`src/rtl/hbridge_guard_pkg.sv`:
```
// hbridge_guard_pkg
//   Motor direction codes and channel state encodings. The drive system uses
//   the same package, so the direction codes are defined in this one place.
//   No ports: this file holds only types and a helper function.
package hbridge_guard_pkg;

    typedef enum logic [1:0] {
        COAST = 2'b00,
        REV   = 2'b01,
        FWD   = 2'b10,
        BRAKE = 2'b11
    } motorCode_e;

    typedef enum logic [1:0] {
        ST_RUN   = 2'b00,
        ST_DEAD  = 2'b01,
        ST_FAULT = 2'b10
    } chanState_e;

    // Returns 1 for the two codes that actively drive current through the
    // bridge. Only these need a dead time before they are applied.
    function automatic logic isDrive(input logic [1:0] code);
        return (code == FWD) || (code == REV);
    endfunction

endpackage

```
`src/rtl/hbridge_channel.sv`:
```
// hbridge_channel
//   Guards one H-bridge channel. A change to a new drive direction is
//   preceded by DEAD_CYCLES cycles of forced coast. Coast and brake requests
//   are applied at once. A kill input forces coast until it is released.
//   Every output is registered, so an input change shows up one cycle later.
// Ports
//   MCLK     : clock, all logic on its rising edge
//   nRST     : synchronous active-low reset
//   enIn     : PWM enable from the drive system
//   motorIn  : requested direction code
//   kill     : overcurrent kill, level-sensitive
//   en       : gated enable to the bridge
//   motor    : applied direction code to the bridge
//   busy     : high whenever the channel is not in RUN
module hbridge_channel
    import hbridge_guard_pkg::*;
#(
    parameter int DEAD_CYCLES = 100000,
    parameter int CNT_W       = 17
) (
    input  logic       MCLK,
    input  logic       nRST,
    input  logic       enIn,
    input  logic [1:0] motorIn,
    input  logic       kill,
    output logic       en,
    output logic [1:0] motor,
    output logic       busy
);

    // The count is loaded with DEAD_CYCLES-1. The cycle on which it reads
    // zero is the last coast cycle, which gives exactly DEAD_CYCLES cycles
    // of coast.
    localparam logic [CNT_W-1:0] DEAD_LOAD = CNT_W'(DEAD_CYCLES - 1);

    chanState_e       state;
    logic [1:0]       applied;
    logic [1:0]       target;
    logic [CNT_W-1:0] cnt;

    always_ff @(posedge MCLK) begin
        if (!nRST) begin
            state   <= ST_RUN;
            applied <= COAST;
            target  <= COAST;
            cnt     <= '0;
            en      <= 1'b0;
            motor   <= COAST;
            busy    <= 1'b0;
        end else if (kill) begin
            // The bridge is coasting now, so treat the applied code as coast.
            // The first drive request after release then gets a full dead time.
            state   <= ST_FAULT;
            applied <= COAST;
            target  <= COAST;
            cnt     <= '0;
            en      <= 1'b0;
            motor   <= COAST;
            busy    <= 1'b1;
        end else begin
            case (state)
                ST_RUN: begin
                    if (isDrive(motorIn) && (motorIn != applied)) begin
                        state  <= ST_DEAD;
                        target <= motorIn;
                        cnt    <= DEAD_LOAD;
                        en     <= 1'b0;
                        motor  <= COAST;
                        busy   <= 1'b1;
                    end else begin
                        applied <= motorIn;
                        en      <= enIn;
                        motor   <= motorIn;
                        busy    <= 1'b0;
                    end
                end

                ST_DEAD: begin
                    if (!isDrive(motorIn)) begin
                        // Coast or brake ends the wait right away.
                        state   <= ST_RUN;
                        applied <= motorIn;
                        en      <= enIn;
                        motor   <= motorIn;
                        busy    <= 1'b0;
                    end else if (cnt == '0) begin
                        // The target was latched on an earlier cycle. If the
                        // request differs now, RUN starts a new dead time.
                        state   <= ST_RUN;
                        applied <= target;
                        en      <= enIn;
                        motor   <= target;
                        busy    <= 1'b0;
                    end else begin
                        // A new direction changes the target but does not
                        // restart the count.
                        cnt    <= cnt - 1'b1;
                        target <= motorIn;
                        en     <= 1'b0;
                        motor  <= COAST;
                        busy   <= 1'b1;
                    end
                end

                ST_FAULT: begin
                    if (isDrive(motorIn)) begin
                        state  <= ST_DEAD;
                        target <= motorIn;
                        cnt    <= DEAD_LOAD;
                        en     <= 1'b0;
                        motor  <= COAST;
                        busy   <= 1'b1;
                    end else begin
                        state   <= ST_RUN;
                        applied <= motorIn;
                        en      <= enIn;
                        motor   <= motorIn;
                        busy    <= 1'b0;
                    end
                end

                default: begin
                    state   <= ST_RUN;
                    applied <= COAST;
                    target  <= COAST;
                    cnt     <= '0;
                    en      <= 1'b0;
                    motor   <= COAST;
                    busy    <= 1'b0;
                end
            endcase
        end
    end

endmodule

```
`src/rtl/hbridge_guard.sv`:
```
// hbridge_guard
//   A two-channel H-bridge direction guard. Channel A is lane 0 and channel
//   B is lane 1. Each lane is an hbridge_channel instance. This module only
//   does wiring.
// Ports
//   MCLK, nRST            : clock and synchronous active-low reset
//   EnA_in/EnB_in         : PWM enables from the drive system
//   MotorA_in/MotorB_in   : requested direction codes
//   KillA/KillB           : overcurrent kills
//   EnA/EnB               : gated enables to the bridge
//   MotorA/MotorB         : applied direction codes to the bridge
//   BusyA/BusyB           : channel not in RUN
module hbridge_guard
    import hbridge_guard_pkg::*;
#(
    parameter int DEAD_CYCLES = 100000,
    parameter int CNT_W       = 17
) (
    input  logic       MCLK,
    input  logic       nRST,
    input  logic       EnA_in,
    input  logic       EnB_in,
    input  logic [1:0] MotorA_in,
    input  logic [1:0] MotorB_in,
    input  logic       KillA,
    input  logic       KillB,
    output logic       EnA,
    output logic       EnB,
    output logic [1:0] MotorA,
    output logic [1:0] MotorB,
    output logic       BusyA,
    output logic       BusyB
);

    localparam int NUM_LANES = 2;

    logic [NUM_LANES-1:0]      enInV, killV, enV, busyV;
    logic [NUM_LANES-1:0][1:0] motorInV, motorV;

    assign enInV    = {EnB_in, EnA_in};
    assign killV    = {KillB, KillA};
    assign motorInV = {MotorB_in, MotorA_in};

    assign EnA    = enV[0];
    assign EnB    = enV[1];
    assign MotorA = motorV[0];
    assign MotorB = motorV[1];
    assign BusyA  = busyV[0];
    assign BusyB  = busyV[1];

    for (genvar i = 0; i < NUM_LANES; i++) begin : gChan
        hbridge_channel #(
            .DEAD_CYCLES(DEAD_CYCLES),
            .CNT_W      (CNT_W)
        ) uChan (
            .MCLK   (MCLK),
            .nRST   (nRST),
            .enIn   (enInV[i]),
            .motorIn(motorInV[i]),
            .kill   (killV[i]),
            .en     (enV[i]),
            .motor  (motorV[i]),
            .busy   (busyV[i])
        );
    end

endmodule

```
`config.mk`:
```
export PLATFORM = sky130hd
export DESIGN_NAME = hbridge_guard
export DESIGN_NICKNAME = d
export VERILOG_FILES = /design/src/rtl/hbridge_guard_pkg.sv /design/src/rtl/hbridge_channel.sv /design/src/rtl/hbridge_guard.sv
export SDC_FILE = /design/constraint.sdc
export NUM_CORES = 1
export LEC_CHECK = 0
export CAP_MARGIN = 20
export CORE_MARGIN = 2
export CORE_UTILIZATION = 50
export DETAILED_ROUTE_END_ITERATION = 8
export PLACE_DENSITY = 0.71
export SYNTH_ARGS = -nofsm -noshare
export SYNTH_HDL_FRONTEND = slang
export SYNTH_SLANG_ARGS = --single-unit
```
`constraint.sdc`:
```
create_clock -name MCLK -period 1.93 [get_ports MCLK]
set_input_delay 0.193 -clock MCLK [delete_from_list [all_inputs] [get_ports MCLK]]
set_output_delay 0.193 -clock MCLK [all_outputs]
set_load 0.005 [all_outputs]
```
# After elaboration in Yosys (flattened, before gate mapping)
# Index checks and enable logic that the tools add are counted.
[word_totals] ff_bits=54 input_bits=10 output_inout_bits=8 elab_cells=139
[classes] add_sub_neg=2 eq_ne=28 mux=74 bitwise_logic=1 n_reduce_logical=18
[ops] cell="17-bit two-way mux" n=8
[ops] cell="17-bit one-hot mux with 3 select lines" n=2
[ops] cell="2-bit two-way mux" n=32
[ops] cell="2-bit one-hot mux with 3 select lines" n=8
[ops] cell="17-bit zero test" n=2
[ops] cell="17-bit by 1-bit subtractor with 17-bit output, second input constant" n=2
[ops] cell="1-bit two-way mux" n=20
[ops] cell="2-bit by 1-bit != test with 1-bit output, second input constant" n=6
[ops] cell="2-bit != test, second input constant" n=6
[ops] cell="1-bit one-hot mux with 3 select lines" n=4
[ops] cell="2-bit by 1-bit equality test with 1-bit output, second input constant" n=4
[ops] cell="2-bit equality test, second input constant" n=4
[ops] cell="4-bit != test, second input constant" n=2
[ops] cell="2-bit AND reduction" n=4
[ops] cell="4-bit AND reduction" n=2
[ops] cell="3-bit by 2-bit != test with 1-bit output, second input constant" n=2
[ops] cell="3-bit != test, second input constant" n=2
[ops] cell="3-bit AND reduction" n=2
[ops] cell="2-bit zero test" n=2
[ops] cell="2-bit != test" n=2
[ops] cell="2-bit OR reduction" n=2
[ops] cell="1-bit logical AND" n=2
[ops] cell="1-bit logical OR" n=2
[ops] cell="1-bit NOT" n=1

# Depth between registers and ports, before layout
# Gate-level depths: netlist of run 1.
[logic_depth] depth_word=6 ltp_mapped=9 depth_no_buf=8

# By module
# Synthesis of run 1 repeated with hierarchy kept, for this count alone.
[hier_totals] hier_cells=366 hier_area_um2=3057.9
[by_module_without_submodules] mod="hbridge_channel (gChan[0].uChan)" instances=1 cells_per_inst=189 area_each_um2=1542.7 seq_area_each_um2=540.5
[by_module_without_submodules] mod="hbridge_channel (gChan[1].uChan)" instances=1 cells_per_inst=177 area_each_um2=1515.2 seq_area_each_um2=540.5

# Worst setup path before layout of run 1
# No wires, ideal clock.
[synth_path] kind="register to register" from="register gChan[0].uChan.cnt[0]" to="register gChan[0].uChan.cnt[15]" setup_time_ps=117 t_arrival_ps=1933 required_time_ps=1813 slack_ps=-120 path_stages_with_launch=7 n_path_buf=1 synth_period_minus_slack_ps=2050 path_cell_list="dfxtp_1 -> or4_1 -> buf_2 -> or2_1 -> or4_1 -> a21o_1 -> a22o_1"
[synth_between] elab_chain_cells=4 elab_cells_between_ends=7 cone_classes="add/sub: 1; eq/ne: 1; mux: 3; reduce/logical: 2"
[synth_lines] item="from (decl)" line="hbridge_channel.sv:39" rtl="logic [CNT_W-1:0] cnt;"
[synth_lines] item="from (signal assigned)" line="hbridge_channel.sv:97" rtl="cnt <= cnt - 1'b1;"
[synth_lines] item="17-bit by 1-bit subtractor with 17-bit output" line="hbridge_channel.sv:97"
[synth_lines] item="17-bit two-way mux" line="hbridge_channel.sv:86" rtl="end else if (cnt == '0) begin"
[synth_lines] item="17-bit two-way mux" line="hbridge_channel.sv:79" rtl="if (!isDrive(motorIn)) begin"
[synth_lines] item="17-bit one-hot mux with 3 select lines" line="hbridge_channel.sv:61" rtl="case (state)"
# Several ways; a longest one is shown, not always the timed one. The select of a mux whose other input is x is not followed.
# A chain may end at the register's enable or synchronous reset.

# Worst setup path in the final report of run 1
[layout_path] from="register gChan[0].uChan.cnt[1]" to="register gChan[0].uChan.cnt[15]"
# The elaborated chain is that of the path after synthesis.

==> flow_summary.toml, run 1 <==
[outcome]
status = "complete, but fails checks"
violations = "setup timing"

[synth]
synthArstFlopShare = 0
syn_nets = 391
synth_top_area_frac = 0.3527
synth_edf_count = 0
synthesis.area_sq_um = 3065
seq_area_frac_synth = 0.3527
ys_seq_elements = 54
synth_flop_cell = "dfxtp_1"
syn_avg_cell_area_sq_um = 8.218
yosysTopAreaCell = "dfxtp_1"
ys_types = 64
synth_warnings = 0
syn_inst = 373
synth_area_leaders = "dfxtp_1 (35%), nand2_1 (4.9%), a21oi_1 (3.9%)"

[floorplanning]
die-area_sq_um = 6773
core_sq_um = 5921
fp-row-count = 28
die_x_microns = 82.30
die_y_microns = 82.30
start_util = 0.5178
ios = 18

[layout]
fillerInstances = 397
final_common_cell = "buf_4"
fin_area_sq_um = 4597
syn_to_final_growth_pct = 49.96
final_util = 0.7764
n_antenna_cell = 0
final_cell_mix = "buf_4 (111), dfxtp_1 (46), nand2_1 (39)"
drive_gt1_frac = 0.3927
nNetsFinal = 511

[grt]
overflow = 0
grt_pass1_vias = 3339
grtUsageMet1 = 0.3371
gr-usage-met2 = 0.4855
grt_pass1_wl_microns = 15010
use_met3 = 0.04674
grt_usage = 0.2799
top_usage_layer = "met2"
grt_max_degree = 18
antenna_found_initial = 0

[placed_design]
gp_congestion = 0.8765
pre_cts_ws_ns = -0.4005
port_buffers = 17
place_area_sq_um = 4081
dp_hpwl_microns = 6474

[power]
vdd.ir_drop.worst_uv = 495.6
power_density_nw_per_um2 = 758.0
p_leak_nw = 1.959
power_mw = 3.484

[routing]
ant_nets = 0
dr.pass1.iters = 5
drtIter0Drc = 199
routed_via_density = 6.120
route.detailed.drc = 0
wl_microns = 9899
vias = 3482
post_drt_wl_per_cell_microns = 17.40

[sta]
max_freq_ghz = 0.4973
final_max_slew_viol_count = 0
layout_worst_path_cycle_share = 1.042
worst_pin_slew_ns = 0.3912
setup_slack_ns = -0.08081
fin_worst_skew_ns = 0.01329
fin_crit_ns = 2.011
setup_viol = 9
slew_headroom = 0.7388
timing_hold_violations_final = 0
rsz0062_at_grt = "yes"

[cts]
tritoncts = "built"
clk_pin_slew_ns = 0.11
cts.sinks = 54
htree_levels = 2
root_buffer = "clkbuf_8"
numCtsBuffers = 5
clk_latency_ns = 0.31
clk_path_buf_depth = 2
hold_buffers = 0

[critical_path]
crit_chain = "or4_4, or2_4, or4_4, a21o_1, a22o_1"
cpPeakStageDelay_ns = 0.54
r2r_cells = 5
crit_path_frequent_cell = "or4_4"
critPathTopFamily = "simple AND/OR/NAND/NOR gates"
critical_path_required_ns = 2.14
crit_path_end_kind = "flip-flop"
critPathSlowestCell = "or4_4"
cp.buffers_inverters = 0
cp_max_fo = 3
critPathLaunchType = "flip-flop"
cp.depth = 5
critical_path_class = "reg -> reg"
arrival_ns = 2.23

[worst_hold_path]
holdPathStages = 4
hold_class = "in -> reg"

[run]
drv_cap = 0
==> power by group <==
group          total, mW  switching, mW  internal, mW
clock              0.655          0.398         0.256
combinational       1.56          0.744         0.815
sequential          1.27         0.0761          1.19
==> sequential cells by signal, indices dropped and copies added (netlist names) <==
name	flops
gChan.uChan.target	4
gChan.uChan.state	4
gChan.uChan.busy	2
gChan.uChan.en	2
gChan.uChan.motor	4
gChan.uChan.applied	4
gChan.uChan.cnt	34
==> timing repair <==
item,CTS,global route
buffers inserted,6,9
gates cloned,1,1
setup endpoints to repair,41,43
resized for setup,25,54
pin swaps,4,27
==> stage by stage <==
step | TNS, ns | cells | hold WS [ns]
4_1_cts | -0.1256 | 562 | 0.4241
2_1_floorplan | -0.1195 | 373 | 0.3147
6_report | -0.4961 | 569 | 0.3661
5_1_grt | -2.378 | 569 | 0.3818
3_3_place_gp | -9.988 | 547 | 0.4405
3_5_place_dp | -11.61 | 547 | 0.4500
==> tightest hold or removal path, stage by stage <==
cell and delay [ns]:
dlymetal6s2s_1 0.16, ha_4 0.16, nand2_1 0.07, a211oi_2 0.06
==> Yosys cell counts (3+ instances only) <==
master,instances
xor2_1,4
ha_1,8
nor2b_1,5
or3_1,6
nand2b_1,11
o21ai_0,16
a211o_1,4
or4_1,6
dfxtp_1,54
o31a_1,3
nand2_1,40
o211ai_1,5
o31ai_1,12
o22ai_1,8
a211oi_1,7
nor2_1,17
clkbuf_1,17
nor3_1,7
and2_1,5
nor4_1,4
nand3_1,13
a21oi_1,24
o211a_1,4
a31oi_1,11
a22o_1,6
nand4_1,3
buf_2,5
inv_1,12
o2111ai_1,4
mux2i_1,3
a21o_1,5
o32ai_1,3
==> cell families (layout without fill, tap and decap cells) <==
kind of cell             Yosys count  after routing  synth area share
buffers and inverters             36            157           0.04612
AO/OA/AOI/OAI                    128            128            0.2927
flip-flops                        54             54            0.3527
multiplexers                       5              5           0.01714
XOR/XNOR                           4              4           0.01143
adder cells (fa/ha/maj)            8              8           0.03265
AND/OR/NAND/NOR                  138            138            0.2473
==> final timing paths <==
check | startpoint | end | slack [ns]
hold reg to reg | gChan[1].uChan.cnt[15] | gChan[1].uChan.cnt[15] | 0.47
setup reg to reg | gChan[0].uChan.cnt[1] | gChan[0].uChan.cnt[15] | -0.08
hold / removal | MotorA_in[1] | gChan[0].uChan.motor[0] | 0.37
setup / recovery | gChan[0].uChan.cnt[1] | gChan[0].uChan.cnt[15] | -0.08
==> layer usage <==
metal / routed length, microns / vias to the layer above
met4: 404 / 0
met1: 3987 / 1669
met5: 0 / -
met2: 5042 / 122
met3: 465 / 44
li1: - / 1647
==> area by class of cell <==
cell class,count,area [sq um],area share
timing repair buffer,136,1121,0.2439
multi-input combinational,283,2147,0.4671
clock inverter,3,21.27,0.004627
clock buffer,5,68.82,0.01497
tap,75,93.84,0.02041
sequential,54,1096,0.2384
inverter,13,48.80,0.01062
No activity file was read; power rests on OpenSTA's default activity.
==> inputs of run 2 (changes only) <==
--- a/config.mk
+++ b/config.mk
@@ -9,6 +9,7 @@
 export CORE_MARGIN = 2
 export CORE_UTILIZATION = 50
 export DETAILED_ROUTE_END_ITERATION = 8
+export GPL_TIMING_DRIVEN = 0
 export PLACE_DENSITY = 0.71
 export SYNTH_ARGS = -nofsm -noshare
 export SYNTH_HDL_FRONTEND = slang
==> flow_summary.toml, run 2 (synthesis gave the netlist of run 1 again) <==
[outcome]
status = "complete, but fails checks"
violations = "setup timing"

[layout]
top_register = "gChan.uChan.cnt"
drive_gt1_frac = 0.3002
syn_to_final_growth_pct = 32.73
stdcell_count = 498
fin_area_sq_um = 4069
largest_reg_flops = 34
n_antenna_cell = 0
final_cell_mix = "dfxtp_1 (39), nand2_1 (38), buf_4 (29)"
final_common_cell = "dfxtp_1"
nNetsFinal = 441

[sta]
fin_crit_ns = 2.043
fin_worst_skew_ns = 0.01562
rsz0062_at_grt = "yes"
timing_hold_violations_final = 0
max_freq_ghz = 0.4895
fin_hold_ws_ns = 0.2700
worst_pin_slew_ns = 0.5879
setup_slack_ns = -0.1128
setup_viol = 8
layout_worst_path_cycle_share = 1.058
final_max_slew_viol_count = 0
slew_headroom = 0.6080

[worst_hold_path]
hold_class = "in -> reg"

[power]
p_comb_frac = 0.395
p_switching_mw = 1.153
pwr-share-clk = 0.199
p_int_mw = 2.052
vdd.ir_drop.worst_uv = 564.0
power.share.switching = 0.3598
power_density_nw_per_um2 = 787.8
p_leak_nw = 1.581
seqPwrFrac = 0.406
power_mw = 3.205

[grt]
grt_pass1_vias = 2859
antenna_found_initial = 0
grt_max_degree = 16
grt_pass1_wl_microns = 13430
grt_usage = 0.2514
overflow = 0

[routing]
drtIter0Drc = 207
routed_via_density = 6.450
vias = 3212
post_drt_wl_per_cell_microns = 17.63
dr.pass1.iters = 5
wl_microns = 8781
ant_nets = 0
route.detailed.drc = 0

[critical_path]
cp_max_fo = 6
critPathSlowestCell = "or4_4"
arrival_ns = 2.26
cpPeakStageDelay_ns = 0.56
critical_path_required_ns = 2.15
cp.buffers_inverters = 0
critical_path_class = "reg -> reg"
crit_chain = "or4_4, or2_4, or4_4, a21o_1, a22o_1"
critPathLaunchType = "flip-flop"
crit_path_frequent_cell = "or4_4"
critPathTopFamily = "simple AND/OR/NAND/NOR gates"
crit_path_end_kind = "flip-flop"

[cts]
clk_path_buf_depth = 2
numCtsBuffers = 5
clk_pin_slew_ns = 0.11
cts.sinks = 54
clk_latency_ns = 0.32
hold_buffers = 0
htree_levels = 2
root_buffer = "clkbuf_8"
tritoncts = "built"

[floorplanning]
ios = 18
core_sq_um = 5921
die_x_microns = 82.30
die-area_sq_um = 6773
die_y_microns = 82.30
fp-row-count = 28
start_util = 0.5178

[placed_design]
post-place-cells = 465
place_area_sq_um = 3351
gp_congestion = 0.9556
port_buffers = 17
dp_hpwl_microns = 5161

[run]
drv_cap = 0
[run 2: cell count changes in the layout (fill, tap and decap cells not counted), moves of 3 or more]
| cell | delta |
|---|---|
| buf_4 | -82 |
| dfxtp_1 | -7 |
| o31ai_1 | -3 |
| buf_12 | -3 |
| clkdlybuf4s50_1 | -3 |
| clkbuf_2 | +5 |
| dfxtp_2 | +3 |
| o31ai_2 | +3 |
| dfxtp_4 | +4 |
| a211oi_2 | -3 |
| clkbuf_1 | +8 |
| nor4_4 | +3 |
[run 2: final timing paths]
check | slack, ns | from | endpoint | cells past startpoint
worst max register to register | -0.11 | gChan[0].uChan.cnt[5] | gChan[0].uChan.cnt[15] | 5
worst min-delay path | 0.27 | MotorA_in[0] | gChan[0].uChan.target[0] | 2
worst max-delay path | -0.11 | gChan[0].uChan.cnt[5] | gChan[0].uChan.cnt[15] | 5
worst min register to register | 0.48 | gChan[1].uChan.cnt[15] | gChan[1].uChan.cnt[15] | 2
[run 2: area by class of cell]
type / count / area (sq um)
Buffer: 17 / 95.09
Clock buffer: 6 / 72.57
Clock inverter: 1 / 7.507
Fill cell: 466 / 1852
Inverter: 13 / 51.30
Multi-Input combinational cell: 284 / 2237
Sequential cell: 54 / 1115
Tap cell: 75 / 93.84
Timing Repair Buffer: 48 / 396.6
[run 2: timing repair]
item,4_1_cts,5_1_grt
cloned,4,1
hold endpoints to repair,0,0
pin swaps,11,24
setup endpoints to repair,43,39
gates resized for setup,63,69
setup buffers,15,12
[run 2: per-layer routing]
layer  global-route usage  vias to the layer above  wire [microns]
li1                     -                     1523               -
met1               0.3112                     1549            3672
met2               0.4226                      115            4406
met3              0.04348                       25             483
met4               0.1183                        0             218
met5                    0                        -               0
[run 2: stage by stage]
step	TNS (ns)	utilization	worst slack, ns
global placement	-28.81	0.5659	-0.9207
global route	-1.513	0.6872	-0.1479
floorplan	-0.1195	-	-0.1195
CTS	-0.5781	0.6374	-0.1603
detailed placement	-29.10	0.5659	-0.9131
finish	-0.3450	0.6872	-0.1128
[run 2: power groups by stage]
stage,clock (mW),sequential (mW),combinational (mW)
after detailed placement,0,1.29,0.860
after CTS,0.646,1.29,1.06
final,0.638,1.30,1.27
after floorplan,0,1.28,0.650
after global routing,0.683,1.31,1.36
after global placement,0,1.29,0.849
==> inputs of run 3 (changes only) <==
--- a/config.mk
+++ b/config.mk
@@ -8,9 +8,10 @@
 export CAP_MARGIN = 20
 export CORE_MARGIN = 2
 export CORE_UTILIZATION = 50
+export CTS_CLUSTER_SIZE = 12
 export DETAILED_ROUTE_END_ITERATION = 8
 export GPL_TIMING_DRIVEN = 0
-export PLACE_DENSITY = 0.71
+export PLACE_DENSITY = 0.69
 export SYNTH_ARGS = -nofsm -noshare
 export SYNTH_HDL_FRONTEND = slang
 export SYNTH_SLANG_ARGS = --single-unit
==> constraint.sdc (replaced) <==
create_clock -name MCLK -period 2 [get_ports MCLK]
set_input_delay 0.2 -clock MCLK [delete_from_list [all_inputs] [get_ports MCLK]]
set_output_delay 0.2 -clock MCLK [all_outputs]
set_load 0.005 [all_outputs]
==> flow_summary.toml, run 3 (synthesis gave the netlist of run 1 again) <==
[outcome]
status = "complete, but fails checks"
violations = "setup timing"

[grt]
gr-usage-met2 = 0.4234
overflow = 0
grtUsageMet1 = 0.3128
antenna_found_initial = 0
grt_usage = 0.2476
grt_pass1_vias = 2844
use_met3 = 0.04348
grt_pass1_wl_microns = 13250
top_usage_layer = "met2"
grt_max_degree = 16

[critical_path]
crit_chain = "or4_4, or2_4, or4_4, a21o_1, a22o_1"
critical_path_required_ns = 2.20
cpPeakStageDelay_ns = 0.55
critical_path_class = "reg -> reg"
arrival_ns = 2.24
crit_path_end_kind = "flip-flop"
critPathTopFamily = "simple AND/OR/NAND/NOR gates"
cp.buffers_inverters = 0
crit_path_frequent_cell = "or4_4"
critPathLaunchType = "flip-flop"
critPathSlowestCell = "or4_4"
cp_max_fo = 3

[power]
power_density_nw_per_um2 = 796.3
vdd.ir_drop.worst_uv = 469.7
power_mw = 3.191
p_leak_nw = 1.585

[layout]
n_antenna_cell = 0
final_cell_mix = "nand2_1 (39), dfxtp_1 (39), buf_4 (36)"
stdcell_count = 503
drive_gt1_frac = 0.2687
nNetsFinal = 445
top_register = "gChan.uChan.cnt"
largest_reg_flops = 34
syn_to_final_growth_pct = 30.73
fillerInstances = 457
multi_input_area_sq_um = 2122
regArea_sq_um = 1110
final_util = 0.6769

[sta]
slew_headroom = 0.6247
tns_ns = -0.04107
max_freq_ghz = 0.4899
fin_worst_skew_ns = 0.008006
setup_viol = 1
timing_hold_violations_final = 0
rsz0062_at_grt = "yes"
final_max_slew_viol_count = 0
setup_slack_ns = -0.04107
worst_pin_slew_ns = 0.5630
layout_worst_path_cycle_share = 1.021
fin_crit_ns = 2.041

[floorplanning]
die_y_microns = 82.30
die-area_sq_um = 6773
ios = 18
die_x_microns = 82.30
start_util = 0.5178
fp-row-count = 28
core_sq_um = 5921

[cts]
tritoncts = "built"
root_buffer = "clkbuf_8"
cts.sinks = 54
htree_levels = 2
numCtsBuffers = 5
clk_pin_slew_ns = 0.09
clk_latency_ns = 0.30
hold_buffers = 0
clk_path_buf_depth = 2

[routing]
dr.pass1.iters = 4
ant_nets = 0
post_drt_wl_per_cell_microns = 17.12
drtIter0Drc = 143
route.detailed.drc = 0
vias = 3156
wl_microns = 8611
routed_via_density = 6.274

[run]
drv_cap = 0

[placed_design]
post-place-cells = 465
port_buffers = 17
gp_congestion = 0.9217
dp_hpwl_microns = 5143

[worst_hold_path]
hold_class = "in -> reg"
## run 3: final cells by class
| class | count | area share |
|---|---|---|
| Buffer | 18 | 0.02404 |
| Clock buffer | 7 | 0.01904 |
| Timing Repair Buffer | 52 | 0.1062 |
| Tap cell | 75 | 0.02342 |
| Sequential cell | 54 | 0.2769 |
| Clock inverter | 1 | 0.007493 |
| Multi-Input combinational cell | 283 | 0.5295 |
| Inverter | 13 | 0.01342 |
## run 3: repair_timing
item / 4_1_cts / 5_1_grt
setup buffers: 14 / 19
cloned: 1 / 1
pin swaps: 8 / 16
gates resized for setup: 57 / 47
setup endpoints to repair: 43 / 43
## run 3: report_power, final
| group | switching (mW) | leakage, nW | internal (mW) | total, mW |
|---|---|---|---|---|
| clock | 0.354 | 0.0524 | 0.375 | 0.730 |
| sequential | 0.0987 | 0.449 | 1.15 | 1.25 |
| combinational | 0.622 | 1.08 | 0.587 | 1.21 |
| total | 1.08 | 1.58 | 2.12 | 3.19 |
## run 3: final timing paths
kind	to	depth (start not counted)	slack [ns]	startpoint
setup / recovery	gChan[0].uChan.cnt[15]	5	-0.04	gChan[0].uChan.cnt[1]
hold / removal	gChan[0].uChan.motor[1]	3	0.39	MotorA_in[1]
setup reg to reg	gChan[0].uChan.cnt[15]	5	-0.04	gChan[0].uChan.cnt[1]
hold reg to reg	gChan[1].uChan.cnt[10]	2	0.48	gChan[1].uChan.cnt[10]
## run 3: worst reg2reg max path, cell delays in order, from the launching register on
cell     delay, ns
dfxtp_2       0.34
or4_4         0.55
or2_4         0.27
or4_4         0.42
a21o_1        0.19
a22o_1        0.17
## run 3: metrics by stage
step           hold slack [ns]  area, sq um  worst slack [ns]
6_report                0.3886         4008          -0.04107
2_1_floorplan           0.3217         3065          -0.04951
3_5_place_dp            0.4546         3329           -0.8859
5_1_grt                 0.3787         4008          -0.08577
4_1_cts                 0.3558         3729          -0.09055
3_3_place_gp            0.4503         3329           -0.8619
## run 3: layer usage
metal,vias to the layer above,part of all wire,wire length (microns)
met5,-,0,0
met4,0,0.021,178
met3,19,0.052,450
met2,125,0.50,4312
met1,1490,0.43,3669
li1,1522,-,-
